### src/rtl/addsub_arbiter_if.sv
// Bus bundle for addsub_arbiter: two requester ports, the result channel and status.
interface addsub_arbiter_if;
    logic       req0;
    logic [3:0] a0;
    logic [3:0] b0;
    logic       sub0;
    logic       gnt0;

    logic       req1;
    logic [3:0] a1;
    logic [3:0] b1;
    logic       sub1;
    logic       gnt1;

    logic       res_valid;
    logic       res_id;
    logic [4:0] res_value;
    logic       res_ready;

    logic       busy;
    logic [7:0] op_count;

    // Arbiter side
    modport slave (
        input  req0, a0, b0, sub0,
        input  req1, a1, b1, sub1,
        input  res_ready,
        output gnt0, gnt1,
        output res_valid, res_id, res_value,
        output busy, op_count
    );

    // Requester / consumer side
    modport master (
        output req0, a0, b0, sub0,
        output req1, a1, b1, sub1,
        output res_ready,
        input  gnt0, gnt1,
        input  res_valid, res_id, res_value,
        input  busy, op_count
    );
endinterface

### src/rtl/addsub_arbiter.sv
// Two-requester round-robin arbiter feeding a shared 4-bit add/subtract unit.
//
// state | meaning
// ------+-----------------------------------------------------------
// IDLE  | arbitrate; combinational grant to the winner, capture on edge
// EXEC  | compute result from captured operands
// RESP  | hold result with res_valid until res_ready
module addsub_arbiter #(
    parameter int FIRST_PRIO = 0
) (
    input  logic             clk,
    input  logic             rst,
    addsub_arbiter_if.slave  bus
);

    typedef enum logic [1:0] {
        IDLE = 2'd0,
        EXEC = 2'd1,
        RESP = 2'd2
    } state_t;

    // last-served value that makes FIRST_PRIO win the first contended grant
    localparam logic LAST_INIT = (FIRST_PRIO == 0) ? 1'b1 : 1'b0;

    state_t     state;
    logic       last;
    logic       op_id;
    logic       op_sub;
    logic [3:0] op_a;
    logic [3:0] op_b;

    logic       res_valid_q;
    logic       res_id_q;
    logic [4:0] res_value_q;
    logic [7:0] op_count_q;

    logic       winner;
    logic       grant;
    logic [4:0] sum_add;
    logic [4:0] sum_sub;
    logic [4:0] next_value;

    // Arbitration: single requester wins outright, contention goes to the one not served last.
    // Grant is gated by rst so it drops asynchronously with reset.
    always_comb begin
        winner = 1'b0;
        if (bus.req0 && bus.req1)
            winner = ~last;
        else if (bus.req1)
            winner = 1'b1;
        grant = (state == IDLE) && (bus.req0 || bus.req1) && !rst;
    end

    assign bus.gnt0 = grant && !winner;
    assign bus.gnt1 = grant &&  winner;

    // Datapath: subtract is A + ~B + 1 with the carry inverted to give borrow.
    always_comb begin
        sum_add = {1'b0, op_a} + {1'b0, op_b};
        sum_sub = {1'b0, op_a} + {1'b0, ~op_b} + 5'd1;
        if (op_sub)
            next_value = {~sum_sub[4], sum_sub[3:0]};
        else
            next_value = sum_add;
    end

    // Sequencer: capture on grant, compute in EXEC, hand off in RESP.
    always_ff @(posedge clk or posedge rst) begin
        if (rst) begin
            state       <= IDLE;
            last        <= LAST_INIT;
            op_id       <= 1'b0;
            op_sub      <= 1'b0;
            op_a        <= 4'd0;
            op_b        <= 4'd0;
            res_valid_q <= 1'b0;
            res_id_q    <= 1'b0;
            res_value_q <= 5'd0;
            op_count_q  <= 8'd0;
        end else begin
            case (state)
                IDLE: begin
                    if (grant) begin
                        op_id  <= winner;
                        op_a   <= winner ? bus.a1   : bus.a0;
                        op_b   <= winner ? bus.b1   : bus.b0;
                        op_sub <= winner ? bus.sub1 : bus.sub0;
                        last   <= winner;
                        state  <= EXEC;
                    end
                end
                EXEC: begin
                    res_value_q <= next_value;
                    res_id_q    <= op_id;
                    res_valid_q <= 1'b1;
                    state       <= RESP;
                end
                RESP: begin
                    if (bus.res_ready) begin
                        res_valid_q <= 1'b0;
                        op_count_q  <= op_count_q + 8'd1;
                        state       <= IDLE;
                    end
                end
                default: begin
                    res_valid_q <= 1'b0;
                    state       <= IDLE;
                end
            endcase
        end
    end

    assign bus.res_valid = res_valid_q;
    assign bus.res_id    = res_id_q;
    assign bus.res_value = res_value_q;
    assign bus.op_count  = op_count_q;
    assign bus.busy      = (state != IDLE);

endmodule

### src/flat_wrapper.sv
// flat-port wrapper written by rule: the top's interface ports become plain ports
module addsub_arbiter_flat 
#(
    parameter int FIRST_PRIO = 0
)
  (clk, rst, bus_req0, bus_a0, bus_b0, bus_sub0, bus_req1, bus_a1, bus_b1, bus_sub1, bus_res_ready, bus_gnt0, bus_gnt1, bus_res_valid, bus_res_id, bus_res_value, bus_busy, bus_op_count);
  addsub_arbiter_if bus_i ();
  input  logic clk;
  input  logic rst;
  input wire logic [$bits(bus_i.req0)-1:0] bus_req0;
  input wire logic [$bits(bus_i.a0)-1:0] bus_a0;
  input wire logic [$bits(bus_i.b0)-1:0] bus_b0;
  input wire logic [$bits(bus_i.sub0)-1:0] bus_sub0;
  input wire logic [$bits(bus_i.req1)-1:0] bus_req1;
  input wire logic [$bits(bus_i.a1)-1:0] bus_a1;
  input wire logic [$bits(bus_i.b1)-1:0] bus_b1;
  input wire logic [$bits(bus_i.sub1)-1:0] bus_sub1;
  input wire logic [$bits(bus_i.res_ready)-1:0] bus_res_ready;
  output wire logic [$bits(bus_i.gnt0)-1:0] bus_gnt0;
  output wire logic [$bits(bus_i.gnt1)-1:0] bus_gnt1;
  output wire logic [$bits(bus_i.res_valid)-1:0] bus_res_valid;
  output wire logic [$bits(bus_i.res_id)-1:0] bus_res_id;
  output wire logic [$bits(bus_i.res_value)-1:0] bus_res_value;
  output wire logic [$bits(bus_i.busy)-1:0] bus_busy;
  output wire logic [$bits(bus_i.op_count)-1:0] bus_op_count;
  assign bus_i.req0 = bus_req0;
  assign bus_i.a0 = bus_a0;
  assign bus_i.b0 = bus_b0;
  assign bus_i.sub0 = bus_sub0;
  assign bus_i.req1 = bus_req1;
  assign bus_i.a1 = bus_a1;
  assign bus_i.b1 = bus_b1;
  assign bus_i.sub1 = bus_sub1;
  assign bus_i.res_ready = bus_res_ready;
  assign bus_gnt0 = bus_i.gnt0;
  assign bus_gnt1 = bus_i.gnt1;
  assign bus_res_valid = bus_i.res_valid;
  assign bus_res_id = bus_i.res_id;
  assign bus_res_value = bus_i.res_value;
  assign bus_busy = bus_i.busy;
  assign bus_op_count = bus_i.op_count;
  addsub_arbiter #(.FIRST_PRIO(FIRST_PRIO)) u_core (.clk(clk), .rst(rst), .bus(bus_i));
endmodule
### config.mk
export PLATFORM = sky130hd
export DESIGN_NAME = addsub_arbiter_flat
export DESIGN_NICKNAME = d
export VERILOG_FILES = /design/src/rtl/addsub_arbiter_if.sv /design/src/rtl/addsub_arbiter.sv /design/src/flat_wrapper.sv
export SDC_FILE = /design/constraint.sdc
export NUM_CORES = 1
export LEC_CHECK = 0
export CAP_MARGIN = 10
export CORE_MARGIN = 1
export CORE_UTILIZATION = 54
export CTS_BUF_LIST = sky130_fd_sc_hd__clkbuf_4
export CTS_CLUSTER_DIAMETER = 60
export CTS_CLUSTER_SIZE = 16
export DETAILED_ROUTE_END_ITERATION = 6
export PLACE_DENSITY = 0.91
export SYNTH_ARGS = -nofsm -noshare
export SYNTH_HDL_FRONTEND = slang
export SYNTH_SLANG_ARGS = --single-unit
export TNS_END_PERCENT = 20
### constraint.sdc
create_clock -name clk -period 2.84 [get_ports clk]
set_input_delay 0.71 -clock clk [delete_from_list [all_inputs] [get_ports clk]]
set_output_delay 0.71 -clock clk [all_outputs]
set_load 0.005 [all_outputs]
[After elaboration in Yosys (flattened, before gate mapping)]
Cells that the tools add are included.
Word-level totals
  flip-flop bits (word level): 28
  bits of input ports: 23
  output and inout bits: 18
  logic and storage cells: 47
Cells by class
  add/sub/neg operators: 4
  equality and inequality tests: 4
  mux-type cells: 11
  bitwise gates (word level): 4
  reduce and logical (&&, ||, !) cells: 14
Operator list (count)
  adder 4 x 4 -> 5 bit: 2
  adder 8 x 1 -> 8 bit (second input constant): 1
  two-way mux 4 bit: 2
  AND reduction 2 bit: 4
  case mux 2 bit (3 select lines): 1
  adder 5 x 1 -> 5 bit (second input constant): 1
  logical AND 1 bit: 5
  two-way mux 5 bit: 1
  two-way mux 1 bit: 4
  two-way mux 2 bit: 2
  NOT 4 bit: 1
  NOT 1 bit: 3
  case mux 1 bit (3 select lines): 1
  == test 2 x 1 -> 1 bit (second input constant): 1
  == test 2 bit (second input constant): 1
  zero test 1 bit: 2
  zero test 2 bit: 1
  != test 2 x 1 -> 1 bit (second input constant): 1
  != test 2 bit (second input constant): 1
  nonzero test 2 bit: 1
  logical OR 1 bit: 1

[Depth between registers and ports, before layout]
Gate-level depths: netlist (run 1).
  depth in word-level cells: 5
  gate-level depth with buffers: 8
  gate-level depth less buffers: 8

[Least setup slack after synthesis (run 1)]
Ideal clock, no wire load.
  kind: input -> output
  start: in bus_req1
  end: out bus_gnt1
  arrival time: 1.418 ns
  data required time: 2.130 ns
  slack: 0.712 ns
  cell stages on the path: 4
  path buffers: 1
  cell sequence: a21boi_0 buf_2 nand2_1 inv_1
On the way
  longest elaborated chain between the ends: 4
  elaborated cells between the ends (all ways): 7
  classes of those cells: mux (2); reduce/logical (5)
Ends and longest elaborated chain
  from (decl): RTL line flat_wrapper.sv:14  | input wire logic [$bits(bus_i.req1)-1:0] bus_req1;
  logical OR 1 bit: RTL line addsub_arbiter.sv:51  | grant = (state == IDLE) && (bus.req0 || bus.req1) && !rst;
  logical AND 1 bit (2 in a row): RTL line addsub_arbiter.sv:51
  logical AND 1 bit *: RTL line addsub_arbiter.sv:55  | assign bus.gnt1 = grant && winner;
  to (decl): RTL line flat_wrapper.sv:20  | output wire logic [$bits(bus_i.gnt1)-1:0] bus_gnt1;
Mark *: on every way between the ends. The rest lies on a longest branch, timed or not.

[Worst setup path after layout (run 1)]
  start: in bus_req0
  end: out bus_gnt1
On the way
  longest elaborated chain between the ends: 4
  elaborated cells between the ends (all ways): 6
  classes of those cells: mux (1); reduce/logical (5)
Ends and longest elaborated chain
  from (decl): RTL line flat_wrapper.sv:10  | input wire logic [$bits(bus_i.req0)-1:0] bus_req0;
  logical OR 1 bit: RTL line addsub_arbiter.sv:51
  logical AND 1 bit (2 in a row): RTL line addsub_arbiter.sv:51
  logical AND 1 bit *: RTL line addsub_arbiter.sv:55
Marked as above.

==> out/metrics.cfg, run 1 <==
[floorplanning]
rows=18
io_pins=41
fp.dieH_um=55.4
start_util_pct=59.4
die_area_mm2=0.00307
die_w_um=55.4
coreArea_mm2=0.00259

[setup_path]
crit_slowest_cell=clkdlybuf4s50_1
reg2reg_from=u_core.op_b[1]$_DFFE_PP0P_
critPathMaxFanout=3
path_buf_inv=4
crit_family=buffers and inverters
critPathRequiredTime_ns=2.13
startpoint_type=input port
arrival_ns=2.04
path_class=in2out
path_depth=7
path_cells=clkdlybuf4s50_1, nor2_1, or3_4, inv_2, nand2_1, inv_1, dlygate4sd2_1
worstRegToRegCells=6
cp-end-kind=output pin
cp_slowest_stage_delay_ns=0.48
startpoint=bus_req0

[routing]
routedWlPerCell_um=12.9
drt_iter0_drc=15
vias=1155
viasPerCell=5.32
antenna_left=0
drc=0
drt-total-wl_um=2810
detail_route.first_pass.iterations=5

[sta]
rsz0062_at_grt=false
fmax_mhz=364
slew_violations=0
slew-limit-headroom_pct=73.3
worst_pin_slew_ns=0.400
fin_crit_sh_pct=96.7
finClkSkew_ns=0.00390
hold_viol=0
finalCriticalPeriod_ns=2.75
setup_viol=0
finalSetupTns_ns=0
fin_ws_ns=0.0928
hold_ws_ns=0.478

[power_and_ir_drop]
p_per_area_mw_per_mm2=812
intPower_mw=1.02
combPwrFrac_pct=47.6
p_leak_nw=0.942
switchingPower_mw=0.593
ir_drop_uv=542
switching_share_pct=36.7
clock_power_share_pct=9.9
seqPwrFrac_pct=42.5

[yosys]
synth-async-reset-ratio_pct=100
synth-seq-area-share_pct=45.6
synth_edf_count=0
synthFlopType=dfrtp_1
synth_common_cells=dfrtp_1, nand2_1, inv_1
synth_nets=179
ys_ff_latch=28
netlist.area_leader.share_pct=43.9
yosysMostFrequentCell=dfrtp_1
synth_cells=145
synth_area_leaders=dfrtp_1, ha_1, mux2i_1
synth_cell_types=36
synth_top_area_cell=dfrtp_1
synth_area_per_cell_um2=10.6
synth_area_mm2=0.00154
synth_warnings=0

[clock_network]
h-tree-depth=1
cts_tree=yes
cts-root-buf=clkbuf_4
hold_buffers=0
cts_resized=4
path_clk_slew_ns=0.13
clockBufferDepth=2
clk_latency_ns=0.32
post_cts_buffers=0
numCtsBuffers=3
cts.sinks=28

[min_path]
worstHoldPathCells=2
min_from=u_core.last$_DFFE_PP1P_
hold_path_class=reg2reg

[place]
dp_hpwl_um=2290
gp_congestion=0.923
dp_slack_ns=-0.183
place_area_mm2=0.00196
dp_cells=213
io_buffers=40

[grt]
grt_pass1_wl_um=5130
grt_max_degree=29
gr-total-overflow=0
antenna_found_initial=0
grt.total_usage_pct=21.0
first_global_vias=1208

[finish]
final_area_mm2=0.00199
fin_cells=217
layout.nets=222
drive_gt1_share_pct=14.4
final.fill_count=180
area_growth_pct=29.4
insertedDiodeCount=0

[job]
maxCapViolations=0

[run_status]
status=completed

layout make-up:
cell class	count	area (um2)	share of cell area, %
flip-flops and latches	28	702	35.3
inverters	11	41.3	2.08
well taps	30	37.5	1.89
multi-input cells	100	754	37.9
clock buffers	3	22.5	1.13
repair buffers	44	428	21.5
clock inverters	1	3.75	0.189
worst reg2reg max path, cell delays in order, from the launching register on:
cell      delay, ns
dfrtp_1        0.42
inv_1          0.15
ha_1           0.27
nor2b_1        0.13
o211ai_1       0.18
o21ai_0        0.11
or3b_1         0.35
power by group through the flow:
stage,combinational [mW],sequential (mW),clock (mW)
4_1_cts,0.775,0.689,0.166
3_5_place_dp,0.773,0.699,0
2_1_floorplan,0.488,0.663,0
6_report,0.769,0.687,0.160
3_3_place_gp,0.726,0.681,0
5_1_grt,0.872,0.715,0.183
state kept, by name, summed over array words and instances (netlist names):
register and cells:
u_core.bus.res_value 5, u_core.last 1, u_core.op_id 1, u_core.op_a 4
u_core.op_sub 1, u_core.state 2, u_core.op_b 4, u_core.bus.res_valid 1
u_core.bus.res_id 1, u_core.bus.op_count 8
per-layer routing:
| metal | wire length [um] | vias up | global-route usage [%] | part of all wire (%) |
|---|---|---|---|---|
| met4 | 15 | 0 | 3.57 | 0.53 |
| li1 | - | 572 | - | - |
| met5 | 0 | - | 0 | 0 |
| met3 | 127 | 2 | 5.62 | 4.5 |
| met2 | 1520 | 36 | 39.6 | 54 |
| met1 | 1140 | 545 | 23.6 | 41 |
logic make-up (layout without fill, tap and decap cells):
logic type | Yosys count | after routing | share of synthesized area, %
multiplexers | 13 | 13 | 8.71
AND/OR/NAND/NOR | 41 | 41 | 14.2
flip-flops | 28 | 28 | 45.6
XOR/XNOR | 8 | 8 | 4.56
buffers and inverters | 17 | 59 | 5.45
adder cells (fa/ha/maj) | 11 | 11 | 9.93
AO/OA/AOI/OAI | 27 | 27 | 11.6
layout by cell type (no fill, tap or decap), types with 2 or more instances in the layout:
master | Yosys | layout
o21ai_2 | 8 | 8
dfrtp_1 | 27 | 27
nand3_1 | 3 | 3
nor2_1 | 5 | 4
nand2_1 | 18 | 18
dlygate4sd2_1 | 0 | 2
buf_4 | 0 | 4
clkdlybuf4s50_1 | 0 | 38
fa_1 | 2 | 2
inv_1 | 11 | 10
xnor2_1 | 4 | 4
mux2_2 | 3 | 3
clkbuf_4 | 0 | 3
nor2b_1 | 2 | 2
xor2_1 | 4 | 4
a21oi_1 | 4 | 4
nand2b_1 | 2 | 2
o21ai_0 | 9 | 9
ha_1 | 9 | 9
mux2i_1 | 10 | 10
worst paths after layout:
path / end / slack [ns]
max: bus_gnt1 / 0.09
min: u_core.last$_DFFE_PP1P_ / 0.48
max reg2reg: u_core.bus.res_value[3]$_DFFE_PP0P_ / 1.12
min reg2reg: u_core.last$_DFFE_PP1P_ / 0.48
max in group asynchronous: u_core.last$_DFFE_PP1P_ / 1.75
min in group asynchronous: u_core.state[0]$_DFFE_PP0P_ / 0.78
metrics by stage:
step	utilization (%)	power [mW]
finish	76.8	1.62
global route	76.8	1.77
CTS	76.8	1.63
detailed placement	75.8	1.47
global placement	75.8	1.41
floorplan	-	1.15
Power figures use the tool's default switching activity.
==> run 2, diff against run 1 <==
- CORE_UTILIZATION: 54 -> 45
- PLACE_DENSITY: 0.91 -> 0.78
==> run 2 against run 1 <==
Effect of this change:
- sequential share of layout area down 0.84 points
- sequential power barely moved
- combinational power shrank 0.5%
- clock-buffer cell count is the same
- largest power group unchanged
- critical path depth did not move
- worst hold slack improved by 0.0011 ns
- clock power grew 63%
- largest cell class unchanged
- utilization decreased by 12 points
- wire length down 4.5%
- highest routed layer unchanged
- setup slack improved by 0.033 ns
- global-route usage is 3.9 points lower
==> out/metrics.cfg, run 2 (synthesis results as in run 1) <==
[run_status]
status=completed

[routing]
routedWlPerCell_um=11.5  ; -11%
vias=1142  ; -1.1%
detail_route.first_pass.iterations=4  ; -1
antenna_left=0  ; unchanged
drc=0  ; unchanged
drt-total-wl_um=2680  ; -4.5%
drt_iter0_drc=18  ; +3
viasPerCell=4.92  ; -7.5%

[power_and_ir_drop]
p_leak_nw=0.961  ; +2.0%
switchingPower_mw=0.597  ; +0.67%
seqPwrFrac_pct=40.1  ; -2.4 points
combPwrFrac_pct=44.7  ; -2.9 points
switching_share_pct=34.8  ; -1.9 points
p_per_area_mw_per_mm2=841  ; +3.5%
ir_drop_uv=309  ; -43%
clock_power_share_pct=15.2  ; +5.3 points
intPower_mw=1.12  ; +9.1%

[finish]
drive_gt1_share_pct=14.4  ; -0.077 points
largest_register_ffs=8  ; unchanged
insertedDiodeCount=0  ; unchanged
area_growth_pct=32.5
multi_input_area_um2=752  ; -0.33%
layout_commonest_cell=clkdlybuf4s50_1
layout.nets=223  ; +0.45%
final.fill_count=285  ; +58%
seqCellArea_um2=702  ; unchanged
layout_common_cells=clkdlybuf4s50_1, dfrtp_1, nand2_1
final_area_mm2=0.00204  ; +2.5%

[floorplanning]
rows=20  ; +2
fp.dieH_um=60.5  ; +9.2%
die_area_mm2=0.00365  ; +19%
die_w_um=60.5  ; +9.2%
start_util_pct=48.8  ; -11 points
io_pins=41  ; unchanged
coreArea_mm2=0.00315  ; +22%

[clock_network]
path_clk_slew_ns=0.15  ; +0.02 ns
numCtsBuffers=3  ; unchanged
clockBufferDepth=2  ; unchanged
cts-root-buf=clkbuf_4
clk_latency_ns=0.33  ; about the same
h-tree-depth=1  ; unchanged
post_cts_buffers=0  ; unchanged
cts_tree=yes
cts.sinks=28  ; unchanged

[setup_path]
reg2reg_from=u_core.op_b[1]$_DFFE_PP0P_
critPathRequiredTime_ns=2.13  ; about the same
worstRegToRegCells=6  ; unchanged
cp-end-kind=output pin
startpoint_type=input port
r2r_end=u_core.bus.res_value[3]$_DFFE_PP0P_
path_class=in2out
critPathMaxFanout=3  ; unchanged
arrival_ns=2.00  ; -0.04 ns
r2r_setup_slack_ns=1.06  ; -0.06 ns

[grt]
antenna_found_initial=0  ; unchanged
grt.total_usage_pct=17.1  ; -3.9 points
first_global_vias=1069  ; -12%
grt_max_degree=29  ; unchanged
gr-total-overflow=0  ; unchanged
grt_pass1_wl_um=4630  ; -9.8%

[job]
maxCapViolations=0  ; unchanged

[sta]
fmax_mhz=368  ; +1.2%
rsz0062_at_grt=false
slew-limit-headroom_pct=73.2  ; -0.13 points
hold_viol=0  ; unchanged
fin_crit_sh_pct=95.6  ; -1.2 points
hold_ws_ns=0.479  ; +0.00112 ns
slew_violations=0  ; unchanged
finClkSkew_ns=0.00783  ; +0.00393 ns
worst_pin_slew_ns=0.402  ; +0.00198 ns
finalCriticalPeriod_ns=2.71  ; -0.0330 ns
setup_viol=0  ; unchanged

[place]
io_buffers=40  ; unchanged
place_area_mm2=0.00199  ; +1.3%
dp_hpwl_um=2160  ; -5.6%
gp_congestion=0.779  ; -16%

[min_path]
min_from=u_core.bus.op_count[7]$_DFFE_PP0P_
worstHoldPathCells=1  ; -1
min_to=u_core.bus.op_count[7]$_DFFE_PP0P_
hold_path_class=reg2reg

[run 2: cell count changes in the layout (fill, tap and decap cells not counted), sizes merged]
| cell | delta |
|---|---|
| buf | +1 |
| bufinv | +1 |
| clkinv | -1 |
[run 2: what timing repair did]
| action | in CTS | in global routing |
|---|---|---|
| endpoints found under the hold margin | 0 | 0 |
| hold buffers | 0 | 0 |
| gates resized for setup | 2 | 0 |
| setup endpoints to repair | 2 | 0 |
[run 2: critical path, cell delays in order]
cell and delay [ns]:
clkdlybuf4s50_1 0.47, nor2_1 0.04, or3_4 0.36, inv_1 0.08, nand2_1 0.06, inv_1 0.05
dlygate4sd2_1 0.22
[run 2: area by class of cell]
class	count	share of cell area, %
multi-input cells	100	36.9
clock inverters	1	1.47
well taps	44	2.70
clock buffers	3	1.10
inverters	11	2.03
flip-flops and latches	28	34.4
repair buffers	45	21.4
[run 2: power groups by stage]
stage          clock network, mW  logic, mW  registers, mW
3_3_place_gp                   0      0.735          0.682
2_1_floorplan                  0      0.488          0.663
4_1_cts                    0.264      0.771          0.689
5_1_grt                    0.275      0.871          0.712
3_5_place_dp                   0      0.769          0.697
6_report                   0.261      0.765          0.687
[run 2: metrics by stage]
step	TNS, ns	worst slack, ns	power [mW]	utilization, %	instances
5_1_grt	0	0.0234	1.86	64.6	232
4_1_cts	0	0.113	1.72	64.6	232
3_3_place_gp	-0.216	-0.143	1.42	63.1	228
2_1_floorplan	0	0.712	1.15	-	145
3_5_place_dp	-0.227	-0.155	1.47	63.1	228
6_report	0	0.126	1.71	64.6	232
[run 2: layer usage]
metal  track usage [%]  share of wire, %  vias up
li1                  -                 -      573
met1              20.2                45      524
met2              30.8                48       40
met3              2.13               4.4        5
met4              7.79               2.2        0
met5                 0                 0        -
[run 2: how the worst max path moves through the flow]
stage / end / slack, ns / startpoint
after global placement: bus_gnt1 / -0.14 / bus_req0
final: bus_gnt1 / 0.13 / bus_req0
after detailed placement: bus_gnt1 / -0.15 / bus_req0
after floorplan: bus_gnt1 / 0.71 / bus_req1
after global routing: bus_gnt1 / 0.02 / bus_req0
after CTS: bus_gnt1 / 0.11 / bus_req0
